**src/rtl/pc_fetch_unit_if.sv**
```systemverilog
`default_nettype none
// ============================================================================
// Module      : pc_fetch_unit_if
// Description : Control and fetch bus between the pipeline and the PC fetch
//               unit. Carries the optional FETCH_STATS_EN counter outputs.
// Revision    : 1.0 - initial release
// ============================================================================
interface pc_fetch_unit_if #(
  parameter int PC_WIDTH = 12,
  parameter int IMEM_AW  = 10
);
  logic                stall;
  logic                redirect;
  logic [PC_WIDTH-1:0] npc;
  logic                halt_req;
  logic                go;
  logic [PC_WIDTH-1:0] pc;
  logic [PC_WIDTH-1:0] pc_4;
  logic [IMEM_AW-1:0]  imem_addr;
  logic                if_valid;
  logic                flush_ifid;
  logic                halted;
  logic                misalign_err;
`ifdef FETCH_STATS_EN
  logic [31:0]         fetch_cnt;
  logic [15:0]         redirect_cnt;
`endif

  // Pipeline / hazard side: drives controls, observes fetch state.
  modport master (
    output stall, redirect, npc, halt_req, go,
    input  pc, pc_4, imem_addr, if_valid, flush_ifid, halted, misalign_err
`ifdef FETCH_STATS_EN
    , input fetch_cnt, redirect_cnt
`endif
  );

  // Fetch unit side.
  modport slave (
    input  stall, redirect, npc, halt_req, go,
    output pc, pc_4, imem_addr, if_valid, flush_ifid, halted, misalign_err
`ifdef FETCH_STATS_EN
    , output fetch_cnt, redirect_cnt
`endif
  );
endinterface
`default_nettype wire

```
**src/rtl/pc_fetch_unit.sv**
```systemverilog
`default_nettype none
// ============================================================================
// Module      : pc_fetch_unit
// Description : Architectural PC register with run/stall/redirect/halt
//               sequencing for a 5-stage pipeline. Optional fetch statistics
//               counters are enabled by defining FETCH_STATS_EN.
// Revision    : 1.0 - initial release
// ============================================================================
module pc_fetch_unit #(
  parameter int                  PC_WIDTH = 12,
  parameter logic [PC_WIDTH-1:0] RESET_PC = 12'h000,
  parameter int                  IMEM_AW  = 10
) (
  input  wire logic        clk,
  input  wire logic        rst,
  pc_fetch_unit_if.slave   bus
);

  typedef enum logic [0:0] {
    ST_RUN  = 1'b0,
    ST_HALT = 1'b1
  } state_t;

  state_t              r_state;
  logic [PC_WIDTH-1:0] r_pc;
  logic                r_flush;
  logic                r_misalign;
  logic [PC_WIDTH-1:0] w_pc_4;
  logic                w_if_valid;

  assign w_pc_4     = r_pc + PC_WIDTH'(4);
  assign w_if_valid = (r_state == ST_RUN) & ~bus.stall & ~r_flush;

  // PC update, run/halt FSM, flush pulse and sticky misalignment flag.
  always_ff @(posedge clk) begin
    if (rst) begin
      r_state    <= ST_RUN;
      r_pc       <= RESET_PC;
      r_flush    <= 1'b0;
      r_misalign <= 1'b0;
    end else begin
      // One-cycle bubble request following every accepted redirect.
      r_flush <= bus.redirect;

      if (bus.redirect) begin
        r_pc <= {bus.npc[PC_WIDTH-1:2], 2'b00};
        if (bus.npc[1:0] != 2'b00) begin
          r_misalign <= 1'b1;
        end
      end else if ((r_state == ST_RUN) && !bus.stall) begin
        r_pc <= w_pc_4;
      end

      // halt_req wins in RUN, go wins in HALT when both are asserted.
      case (r_state)
        ST_RUN:  if (bus.halt_req) r_state <= ST_HALT;
        ST_HALT: if (bus.go)       r_state <= ST_RUN;
        default: r_state <= ST_RUN;
      endcase
    end
  end

  assign bus.pc           = r_pc;
  assign bus.pc_4         = w_pc_4;
  assign bus.imem_addr    = r_pc[PC_WIDTH-1:2];
  assign bus.if_valid     = w_if_valid;
  assign bus.flush_ifid   = r_flush;
  assign bus.halted       = (r_state == ST_HALT);
  assign bus.misalign_err = r_misalign;

`ifdef FETCH_STATS_EN
  logic [31:0] r_fetch_cnt;
  logic [15:0] r_redirect_cnt;

  // Valid-fetch counter (wrapping) and redirect counter (saturating).
  always_ff @(posedge clk) begin
    if (rst) begin
      r_fetch_cnt    <= 32'd0;
      r_redirect_cnt <= 16'd0;
    end else begin
      if (w_if_valid) begin
        r_fetch_cnt <= r_fetch_cnt + 32'd1;
      end
      if (bus.redirect && (r_redirect_cnt != 16'hFFFF)) begin
        r_redirect_cnt <= r_redirect_cnt + 16'd1;
      end
    end
  end

  assign bus.fetch_cnt    = r_fetch_cnt;
  assign bus.redirect_cnt = r_redirect_cnt;
`endif

endmodule
`default_nettype wire

```
**src/flat_wrapper.sv**
```systemverilog
// flat-port wrapper written by rule: the top's interface ports become plain ports
module pc_fetch_unit_flat 
#(
  parameter int                  PC_WIDTH = 12,
  parameter logic [PC_WIDTH-1:0] RESET_PC = 12'h000,
  parameter int                  IMEM_AW  = 10
)
  (clk, rst, bus_stall, bus_redirect, bus_npc, bus_halt_req, bus_go, bus_pc, bus_pc_4, bus_imem_addr, bus_if_valid, bus_flush_ifid, bus_halted, bus_misalign_err);
  pc_fetch_unit_if #(.PC_WIDTH(PC_WIDTH), .IMEM_AW(IMEM_AW)) bus_i ();
  input  wire logic clk;
  input  wire logic rst;
  input wire logic [$bits(bus_i.stall)-1:0] bus_stall;
  input wire logic [$bits(bus_i.redirect)-1:0] bus_redirect;
  input wire logic [$bits(bus_i.npc)-1:0] bus_npc;
  input wire logic [$bits(bus_i.halt_req)-1:0] bus_halt_req;
  input wire logic [$bits(bus_i.go)-1:0] bus_go;
  output wire logic [$bits(bus_i.pc)-1:0] bus_pc;
  output wire logic [$bits(bus_i.pc_4)-1:0] bus_pc_4;
  output wire logic [$bits(bus_i.imem_addr)-1:0] bus_imem_addr;
  output wire logic [$bits(bus_i.if_valid)-1:0] bus_if_valid;
  output wire logic [$bits(bus_i.flush_ifid)-1:0] bus_flush_ifid;
  output wire logic [$bits(bus_i.halted)-1:0] bus_halted;
  output wire logic [$bits(bus_i.misalign_err)-1:0] bus_misalign_err;
  assign bus_i.stall = bus_stall;
  assign bus_i.redirect = bus_redirect;
  assign bus_i.npc = bus_npc;
  assign bus_i.halt_req = bus_halt_req;
  assign bus_i.go = bus_go;
  assign bus_pc = bus_i.pc;
  assign bus_pc_4 = bus_i.pc_4;
  assign bus_imem_addr = bus_i.imem_addr;
  assign bus_if_valid = bus_i.if_valid;
  assign bus_flush_ifid = bus_i.flush_ifid;
  assign bus_halted = bus_i.halted;
  assign bus_misalign_err = bus_i.misalign_err;
  pc_fetch_unit #(.PC_WIDTH(PC_WIDTH), .RESET_PC(RESET_PC), .IMEM_AW(IMEM_AW)) u_core (.clk(clk), .rst(rst), .bus(bus_i));
endmodule
```
**config.mk**
```make
export PLATFORM = sky130hd
export DESIGN_NAME = pc_fetch_unit_flat
export DESIGN_NICKNAME = d
export VERILOG_FILES = /design/src/rtl/pc_fetch_unit_if.sv /design/src/rtl/pc_fetch_unit.sv /design/src/flat_wrapper.sv
export SDC_FILE = /design/constraint.sdc
export NUM_CORES = 1
export LEC_CHECK = 0
export BUFFER_PORTS_ARGS = -buffer_cell sky130_fd_sc_hd__buf_2
export CORE_MARGIN = 1.5
export CORE_UTILIZATION = 42
export DETAILED_ROUTE_END_ITERATION = 16
export MAX_ROUTING_LAYER = met4
export PLACE_DENSITY = 0.79
export SLEW_MARGIN = 10
export SYNTH_ARGS = -nofsm -noshare
export SYNTH_HDL_FRONTEND = slang
export SYNTH_SLANG_ARGS = --single-unit
```
**constraint.sdc**
```tcl
create_clock -name clk -period 1.7 [get_ports clk]
set_input_delay 0.085 -clock clk [delete_from_list [all_inputs] [get_ports clk]]
set_output_delay 0.085 -clock clk [all_outputs]
set_load 0.005 [all_outputs]
```
### Word-level counts from Yosys, hierarchy flattened

Index checks and enable logic that the tools add are counted.

* memories kept: 0
* bits in latches: 0
* input bits: 18
* output and inout port bits: 38
* memory bits (read-only): 0
* flip-flop bits (word level): 15
* memory bits (writable): 0

* shift-type cells: 0
* magnitude comparators: 0
* reductions and logical operators: 6
* bitwise gates (word level): 5
* add/sub/neg operators: 1
* equal/unequal tests: 0
* mux-type cells: 5
* $mul: 0
* divide/modulo/power cells: 0

Operators by type and width (count)
* 12-bit two-way mux: 2
* 12-bit by 3-bit adder with 12-bit output (second input constant): 1
* 2-bit nonzero test: 2
* 1-bit NOT: 3
* 1-bit bitwise AND: 2
* 1-bit two-way mux: 2
* 1-bit case mux with 2 select lines: 1
* 2-bit AND reduction: 1
* 2-bit OR reduction: 1
* 1-bit logical AND: 1
* 1-bit logical NOT: 1

### Depth between registers and ports, before layout

Gate-level depths: netlist (run 1).

* depth in word-level cells: 4
* gate-level depth with buffers: 4
* mapped depth without buffers: 4

### Least setup slack after synthesis (run 1)

Ideal clock, no wire load.

* kind: flip-flop to flip-flop
* start point: register u_core.r_pc[2], in the netlist u_core.bus.pc[2]
* end point: register u_core.r_pc[8], in the netlist u_core.bus.pc[8]
* data arrival time: 1.394 ns
* setup slack: 0.215 ns
* library setup time: 0.091 ns
* path buffers: 0
* cell stages (with the launch flop): 5
* period minus slack after synthesis: 1.485 ns
* path through: dfxtp_1 -> ha_1 -> nand2_1 -> or4_1 -> a311oi_1

* longest elaborated chain between the ends: 3

RTL lines
* start: declaration: line pc_fetch_unit.sv:25 `logic [PC_WIDTH-1:0] r_pc;`
* start signal: assignment: line pc_fetch_unit.sv:46 `r_pc <= {bus.npc[PC_WIDTH-1:2], 2'b00};`
* start signal: assignment: line pc_fetch_unit.sv:51 `r_pc <= w_pc_4;`
* 12-bit by 3-bit adder with 12-bit output: line pc_fetch_unit.sv:31 `assign w_pc_4 = r_pc + PC_WIDTH'(4);`
* 12-bit two-way mux: line pc_fetch_unit.sv:50 `end else if ((r_state == ST_RUN) && !bus.stall) begin`
* 12-bit two-way mux: line pc_fetch_unit.sv:45 `if (bus.redirect) begin`

Every way passes these cells. The select of a mux whose other input is x is not followed.
A chain may end at the register's enable or synchronous reset.

### Worst setup path in the final report (run 1)

* start point: register u_core.r_pc[5], in the netlist u_core.bus.pc[5]
* end point: output port bus_pc_4[11]

* longest elaborated chain between the ends: 1

RTL lines
* 12-bit by 3-bit adder with 12-bit output: line pc_fetch_unit.sv:31
* end: declaration: line flat_wrapper.sv:18 `output wire logic [$bits(bus_i.pc_4)-1:0] bus_pc_4;`

Every way passes these cells.

==> results of run 1 <==
[cells in the final DEF, fill, tap and decap left out, drive strengths merged, types with 3 or more instances in the layout]
cell type	synthesis	final
dfxtp	13	13
xnor2	7	7
nor2	12	12
a311oi	4	4
a31oi	3	3
or3	4	4
o221ai	3	3
and2	3	3
a211oi	3	3
buf	16	56
conb	1	4
nand2	3	3
inv	3	3
clkbuf	2	4
xor2	3	3
nand3	3	3
o21ai	3	3
[layout make-up]
type	count	share of cell area
inverter	4	0.0127
sequential	13	0.240
tap	27	0.0285
clock buffer	4	0.0222
timing repair buffer	56	0.247
multi-input combinational	75	0.450
[sequential cells by signal, summed over array words and instances, names as in the netlist]
register / flops
u_core.bus.pc: 10
u_core.bus.flush_ifid: 1
u_core.bus.halted: 1
u_core.bus.misalign_err: 1
[stage by stage]
| stage | power [W] | util | worst slack [ps] |
|---|---|---|---|
| floorplan | 0.000480 | - | 215 |
| global placement | 0.000542 | 0.546 | 167 |
| detailed placement | 0.000547 | 0.546 | 80.0 |
| CTS | 0.000747 | 0.575 | 0.811 |
| global route | 0.000796 | 0.598 | -47.3 |
| finish | 0.000748 | 0.598 | 25.4 |
[cells by family (layout without fill, tap and decap cells)]
logic type               count (synthesis)  count (layout)
other                                    1               4
AO/OA/AOI/OAI                           22              22
XOR/XNOR                                10              10
buffers and inverters                   22              64
AND/OR/NAND/NOR                         36              36
multiplexers                             2               2
adder cells (fa/ha/maj)                  1               1
flip-flops                              13              13
[worst min path at each step]
stage                       from                end  slack, ps  depth (start not counted)
floorplan           bus_halt_req  u_core.bus.halted        230                          2
CTS                 bus_halt_req  u_core.bus.halted         40                          3
global route          bus_npc[2]   u_core.bus.pc[2]         70                          3
finish              bus_halt_req  u_core.bus.halted         50                          3
detailed placement  bus_halt_req  u_core.bus.halted        330                          3
global placement    bus_halt_req  u_core.bus.halted        310                          3
[where the power goes]
| group | internal [W] | total [W] | switching [W] |
|---|---|---|---|
| clock | 0.0000908 | 0.000191 | 0.000100 |
| combinational | 0.000103 | 0.000192 | 0.0000886 |
| sequential | 0.000327 | 0.000365 | 0.0000376 |
| total | 0.000521 | 0.000748 | 0.000226 |
[metal layers]
layer  up-vias  part of all wire  wire length, um
met5         -                 0                0
met4         0            0.0085               19
met3         2             0.070              156
met2        43              0.50             1110
met1       412              0.43              953
li1        466                 -                -
[critical path, delay by kind of cell, from the launching register on]
family,cells,cell delay [ps]
flops,1,400
buf+inv,1,130
simple gates,2,640
xor+xnor,1,150
[what timing repair did]
item,4_1_cts,5_1_grt
pin swaps,0,0
endpoints found under the hold margin,0,0
hold buffers,0,0
gates resized for setup,16,4
buffers inserted,0,3
endpoints found under the setup margin,3,3
==> results.toml, run 1 <==
[timing]
slew_violations = 0
finalCritPeriodShare = 0.985
setup_violations = 0
timing.hold.ws_ps = 45.9
hold_viol_final = 0
skew_ps = 7.06
tns_ps = 0
rsz0062_at_grt = "true"
finalCriticalPeriod_ps = 1670
fmax_mhz = 597

[power_and_ir_drop]
p_leak_nw = 0.547
ir_worst_vdd_uv = 522
powerDensity_nw_per_um2 = 631

[cells_and_area]
antenna_cells = 0
area_growth_pct = 33.2
multi_input_area_sq_um = 533
fill_cells = 184
fin_area_sq_um = 1180
seqCellArea_sq_um = 284
drive_above_1_share = 0.513
fin_nets = 172
final_cells = 179

[run_status]
run_status = "completed"

[worst_setup_path]
critPathArrivalTime_ps = 1590
cp-start-kind = "register"
crit_end = "bus_pc_4[11]"
critPathRequiredTime_ps = 1620
reg2reg_from = "u_core.bus.halted"
r2r_end = "u_core.bus.pc[8]"
cpMaxStageDelayCell = "or3_2"
startpoint = "u_core.bus.pc[5]"
r2r_setup_slack_ps = 170
critical_path.endpoint_type = "primary output"
reg2regPathDepth = 3
worstPathCellList = "nand3_4, or3_2, xnor2_1, buf_2"
critPathMaxFanout = 10
worstSetupPathType = "reg -> out"
cpPeakStageDelay_ps = 510

[drt]
detail_route.iter0.violations = 23
vias = 923
ant_nets = 0
avgRoutedWirePerCell_um = 12.5
wl_um = 2240
via_per_inst = 5.16
route.detailed.drc = 0
first_pass_iters = 7

[clock_tree]
cts_tree = "yes"
htree_num_levels = 1
clock_sinks = 13
clockBufferDepth = 2
clk_latency_ps = 270
root_buffer = "clkbuf_4"
clkSlewWorstSetupHoldPaths_ps = 70
cts_buffers = 3

[global_routing]
gr-usage-met3 = 0.0276
antenna_found_initial = 0
grt_use_total = 0.195
grtUsageMet1 = 0.220
gr-usage-met2 = 0.322
grt_pass1_wl_um = 3550
grt.overflow.total = 0
grt-busiest-layer = "met2"
grt_max_degree = 19
grt_pass1_vias = 809

[die]
core-area_sq_um = 1980
dieArea_sq_um = 2400
die_width_um = 49.0
ios = 56
initial_core_util = 0.449
die_h_um = 49.0
fp-row-count = 16

[synthesis]
synth_mux_area_frac = 0.0225
avgSynthCellArea_sq_um = 8.31
synth-simple-area-share = 0.231
async_reset_ff_frac = 0
synth_edf_count = 0
synth_most_common_cell = "buf_4"
synth_area_leaders = "dfxtp_1 (29%), buf_4 (12%), xnor2_1 (6.9%)"
synth_top_family_by_area = "simple AND/OR/NAND/NOR gates"
netlist.area_leader.share = 0.293
synth_xor_area_frac = 0.0985
yosysTopAreaCell = "dfxtp_1"
netlist_top_cells_count = "buf_4 (14), dfxtp_1 (13), nor2_1 (12), xnor2_1 (7), a311oi_1 (4)"
ys.flop_type = "dfxtp_1"
yosysSeqAreaShare = 0.293
synth_fa_ha_area_frac = 0.0141
synth-compound-area-share = 0.183
netlist_area_sq_um = 890
ys_ff_latch = 13
syn_inst = 107
ys_types = 34
synth_warnings = 0

[place]
placed_cells = 172
dp_hpwl_um = 1590
placed_cell_area_sq_um = 1080
port_buffers = 51
routabilityCongestion = 0.823

[min_path]
hold_class = "in -> reg"

[flow_run]
maxCapViolCount = 0
(Power assumes the default switching activity.)
==> run 2, diff against run 1 <==
--- a/config.mk
+++ b/config.mk
@@ -12,4 +12,5 @@
 export MAX_ROUTING_LAYER = met4
 export PLACE_DENSITY = 0.79
+export RECOVER_POWER = 100
 export SLEW_MARGIN = 10
 export SYNTH_ARGS = -nofsm -noshare
==> constraint.sdc (replaced) <==
create_clock -name clk -period 1.7 [get_ports clk]
set_input_delay 0 -clock clk [delete_from_list [all_inputs] [get_ports clk]]
set_output_delay 0 -clock clk [all_outputs]
set_load 0.005 [all_outputs]
==> results.toml, run 2 (synthesized netlist as in run 1, its figures left out) <==
[min_path]
hold_depth = 3
hold_class = "in -> reg"
min_from = "bus_npc[7]"
worst_hold_path.endpoint = "u_core.bus.pc[7]"

[global_routing]
grt_max_degree = 15
grt_use_total = 0.187
grt_pass1_wl_um = 3560
antenna_found_initial = 0
grt_pass1_vias = 861
grt.overflow.total = 0

[place]
port_buffers = 51
placed_cells = 173
dp_hpwl_um = 1630
routabilityCongestion = 0.836
placed_cell_area_sq_um = 1090

[die]
initial_core_util = 0.449
die_width_um = 49.0
ios = 56
fp-row-count = 16
die_h_um = 49.0
dieArea_sq_um = 2400
core-area_sq_um = 1980

[power_and_ir_drop]
p_leak_nw = 0.539
ir_worst_vdd_uv = 389
powerDensity_nw_per_um2 = 635

[cells_and_area]
fin_area_sq_um = 1190
layout_commonest_cell = "buf_2"
fill_cells = 196
mostFrequentLayoutCells = "buf_2 (48), nor2_1 (12), xnor2_1 (7)"
area_growth_pct = 33.9
fin_nets = 176
final_cells = 183
largest_reg_flops = 10
antenna_cells = 0
drive_above_1_share = 0.442

[timing]
setup_violations = 0
rsz0062_at_grt = "true"
hold_viol_final = 0
finalCriticalPeriod_ps = 1630
slew_violations = 0
fmax_mhz = 612
tns_ps = 0
finalCritPeriodShare = 0.961
skew_ps = 6.26

[worst_setup_path]
critPathRequiredTime_ps = 1700
critPathMaxFanout = 8
critPathArrivalTime_ps = 1630
critical_path.endpoint_type = "primary output"
cpMaxStageDelayCell = "dfxtp_1"
cpPeakStageDelay_ps = 480
reg2regPathDepth = 4
r2r_setup_slack_ps = 140
r2r_end = "u_core.bus.pc[8]"
reg2reg_from = "u_core.bus.pc[2]"
worstPathCellList = "nand4_1, or3_2, xnor2_1, buf_2"
cp-start-kind = "register"
worstSetupPathType = "reg -> out"
critPathTopFamily = "simple AND/OR/NAND/NOR gates"
critical_path_buf_inv_count = 1

[drt]
first_pass_iters = 4
avgRoutedWirePerCell_um = 12.1
wl_um = 2210
vias = 955
detail_route.iter0.violations = 10
route.detailed.drc = 0
ant_nets = 0
via_per_inst = 5.22

[clock_tree]
clockBufferDepth = 2
clk_latency_ps = 270
cts_buffers = 3
clock_sinks = 13
htree_num_levels = 1
cts_tree = "yes"
clkSlewWorstSetupHoldPaths_ps = 90
root_buffer = "clkbuf_4"

[flow_run]
maxCapViolCount = 0

[run_status]
run_status = "completed"
-- run 2: worst reg2reg max path, cell delays in order, from the launching register on --
cell and delay (ps):
dfxtp_2 390, ha_2 230, nand2_1 100, or4_1 490, a311oi_1 260
-- run 2: worst max path at each step --
stage                             endpoint        startpoint  slack [ps]  cells after the start
after floorplan           u_core.bus.pc[8]  u_core.bus.pc[2]         220                      4
after global placement    u_core.bus.pc[8]  u_core.bus.pc[2]         210                      4
after detailed placement  u_core.bus.pc[8]  u_core.bus.pc[2]         120                      4
after CTS                     bus_pc_4[11]  u_core.bus.pc[6]          10                      4
after global routing          bus_pc_4[10]  u_core.bus.pc[2]          -7                      5
final                         bus_pc_4[11]  u_core.bus.pc[9]          70                      4
-- run 2: final cells by class --
| class | count | area [sq um] | share of cell area |
|---|---|---|---|
| tap | 27 | 33.8 | 0.0284 |
| timing repair buffer | 60 | 334 | 0.280 |
| inverter | 4 | 15.0 | 0.0126 |
| sequential | 13 | 272 | 0.228 |
| multi-input combinational | 75 | 510 | 0.429 |
| clock buffer | 4 | 26.3 | 0.0221 |
-- run 2: metrics by stage --
| stage | utilization | setup slack, ps | hold slack (ps) | total power (W) |
|---|---|---|---|---|
| after global routing | 0.601 | -6.80 | 23.5 | 0.000794 |
| after floorplan | - | 215 | 144 | 0.000480 |
| after detailed placement | 0.550 | 118 | 265 | 0.000549 |
| after global placement | 0.550 | 209 | 226 | 0.000543 |
| final | 0.601 | 66.9 | 5.79 | 0.000756 |
| after CTS | 0.597 | 10.9 | 3.43 | 0.000760 |
-- run 2: layer usage --
layer / part of all wire / up-vias / global-route usage / wire [um]
met5: 0 / - / - / 0
met4: 0.0086 / 0 / 0.0762 / 19
met3: 0.061 / 2 / 0.0184 / 134
met2: 0.49 / 45 / 0.329 / 1090
met1: 0.44 / 439 / 0.218 / 962
li1: - / 469 / - / -
-- run 2: power breakdown --
group	leakage, nW	internal [W]	total (W)	switching [W]
combinational	0.413	0.000103	0.000189	0.0000857
sequential	0.110	0.000329	0.000366	0.0000377
clock	0.0150	0.0000907	0.000201	0.000110
-- run 2: repair_timing --
action | CTS | global route
setup endpoints to repair | 3 | 3
pin swaps | 0 | 0
resized for setup | 5 | 5
setup buffers | 0 | 0
hold buffers | 6 | 0
hold endpoints to repair | 6 | 0
==> run 3, diff against run 2 <==
- CORE_MARGIN: 1.5 -> 2
- CORE_UTILIZATION: 42 -> 43
- CTS_BUF_LIST: not set -> sky130_fd_sc_hd__clkbuf_2
- PLACE_DENSITY: 0.79 -> 0.81
==> results.toml, run 3 (synthesized netlist as in run 1, its figures left out) <==
[worst_setup_path]
critPathArrivalTime_ps = 1600
critical_path.endpoint_type = "primary output"
critPathTopFamily = "simple AND/OR/NAND/NOR gates"
worstPathCellList = "nand4_1, or3_4, xnor2_1, buf_2"
worstSetupPathType = "reg -> out"
critPathMaxFanout = 9
cpPeakStageDelay_ps = 520
critical_path_buf_inv_count = 1
cpMaxStageDelayCell = "dfxtp_1"
critPathRequiredTime_ps = 1700
cp-start-kind = "register"

[power_and_ir_drop]
p_leak_nw = 0.542
ir_worst_vdd_uv = 297
powerDensity_nw_per_um2 = 606

[timing]
setup_violations = 0
slew_violations = 0
tns_ps = 0
finalCriticalPeriod_ps = 1600
skew_ps = 0.973
hold_viol_final = 0
setup_ws_ps = 103
finalCritPeriodShare = 0.939
fmax_mhz = 626
rsz0062_at_grt = "false"

[place]
routabilityCongestion = 0.887
post-place-ws_ps = 173
dp_hpwl_um = 1680
port_buffers = 51

[global_routing]
antenna_found_initial = 0
grt_max_degree = 15
grt_pass1_wl_um = 4060
grt_use_total = 0.214
grt_pass1_vias = 933
grt.overflow.total = 0

[clock_tree]
clk_latency_ps = 270
clock_sinks = 13
clockBufferDepth = 2
clkSlewWorstSetupHoldPaths_ps = 140
post_cts_buffers = 0
cts_buffers = 3
htree_num_levels = 1
cts_tree = "yes"
root_buffer = "clkbuf_2"

[die]
die_width_um = 49.5
ios = 56
initial_core_util = 0.453
dieArea_sq_um = 2450
core-area_sq_um = 1960
fp-row-count = 16
die_h_um = 49.5

[cells_and_area]
area_growth_pct = 38.5
antenna_cells = 0
largest_reg_flops = 10
mostFrequentLayoutCells = "buf_2 (40), nor2_1 (12), dfxtp_1 (10)"
layout_commonest_cell = "buf_2"
drive_above_1_share = 0.391
fin_nets = 181

[drt]
route.detailed.drc = 0
detail_route.iter0.violations = 26
ant_nets = 0
avgRoutedWirePerCell_um = 13.4
first_pass_iters = 4
wl_um = 2520
vias = 974
via_per_inst = 5.18

[run_status]
run_status = "completed"

[flow_run]
maxCapViolCount = 0

[min_path]
hold_class = "in -> reg"
-- run 3: per-stage QoR --
stage	power (W)	util	hold WS [ps]	area [sq um]	cells
floorplan	0.000480	-	144	901	110
global placement	0.000550	0.563	238	1100	175
detailed placement	0.000555	0.563	247	1100	175
CTS	0.000742	0.622	2.51	1220	188
global route	0.000793	0.628	68.3	1230	188
finish	0.000747	0.628	20.9	1230	188
-- run 3: final cells by class --
cell class,instances,area [sq um]
inverters,4,15.0
clock buffers,4,20.0
fillers,193,729
repair buffers,65,369
multi-input cells,75,531
well taps,27,33.8
flip-flops and latches,13,264
-- run 3: path summary, 6_finish.rpt --
check	startpoint	end	slack [ps]	cells after the start
min	bus_npc[0]	u_core.bus.misalign_err	20	3
max	u_core.bus.pc[7]	bus_pc_4[11]	100	4
max reg2reg	u_core.bus.halted	u_core.bus.pc[7]	140	3
min reg2reg	u_core.bus.misalign_err	u_core.bus.misalign_err	450	2
-- run 3: repair_timing --
action                     CTS  global route
hold endpoints to repair     8             0
setup endpoints to repair    2             3
hold buffers                 9             0
gates resized for setup      3             8
-- run 3: power by group --
| part | switching [W] | internal (W) |
|---|---|---|
| registers | 0.0000350 | 0.000328 |
| logic | 0.0000985 | 0.000113 |
| clock network | 0.000110 | 0.0000624 |
-- run 3: tightest hold or removal path, cell delays in order --
cell and delay, ps:
buf_2 70, o21ai_0 60, a21oi_1 130
-- run 3: routing by layer --
metal	up-vias	wire, um	GRT usage
met4	0	23	0.0972
met2	48	1310	0.385
li1	476	-	-
met1	448	1030	0.228
met5	-	0	-
met3	2	157	0.0364
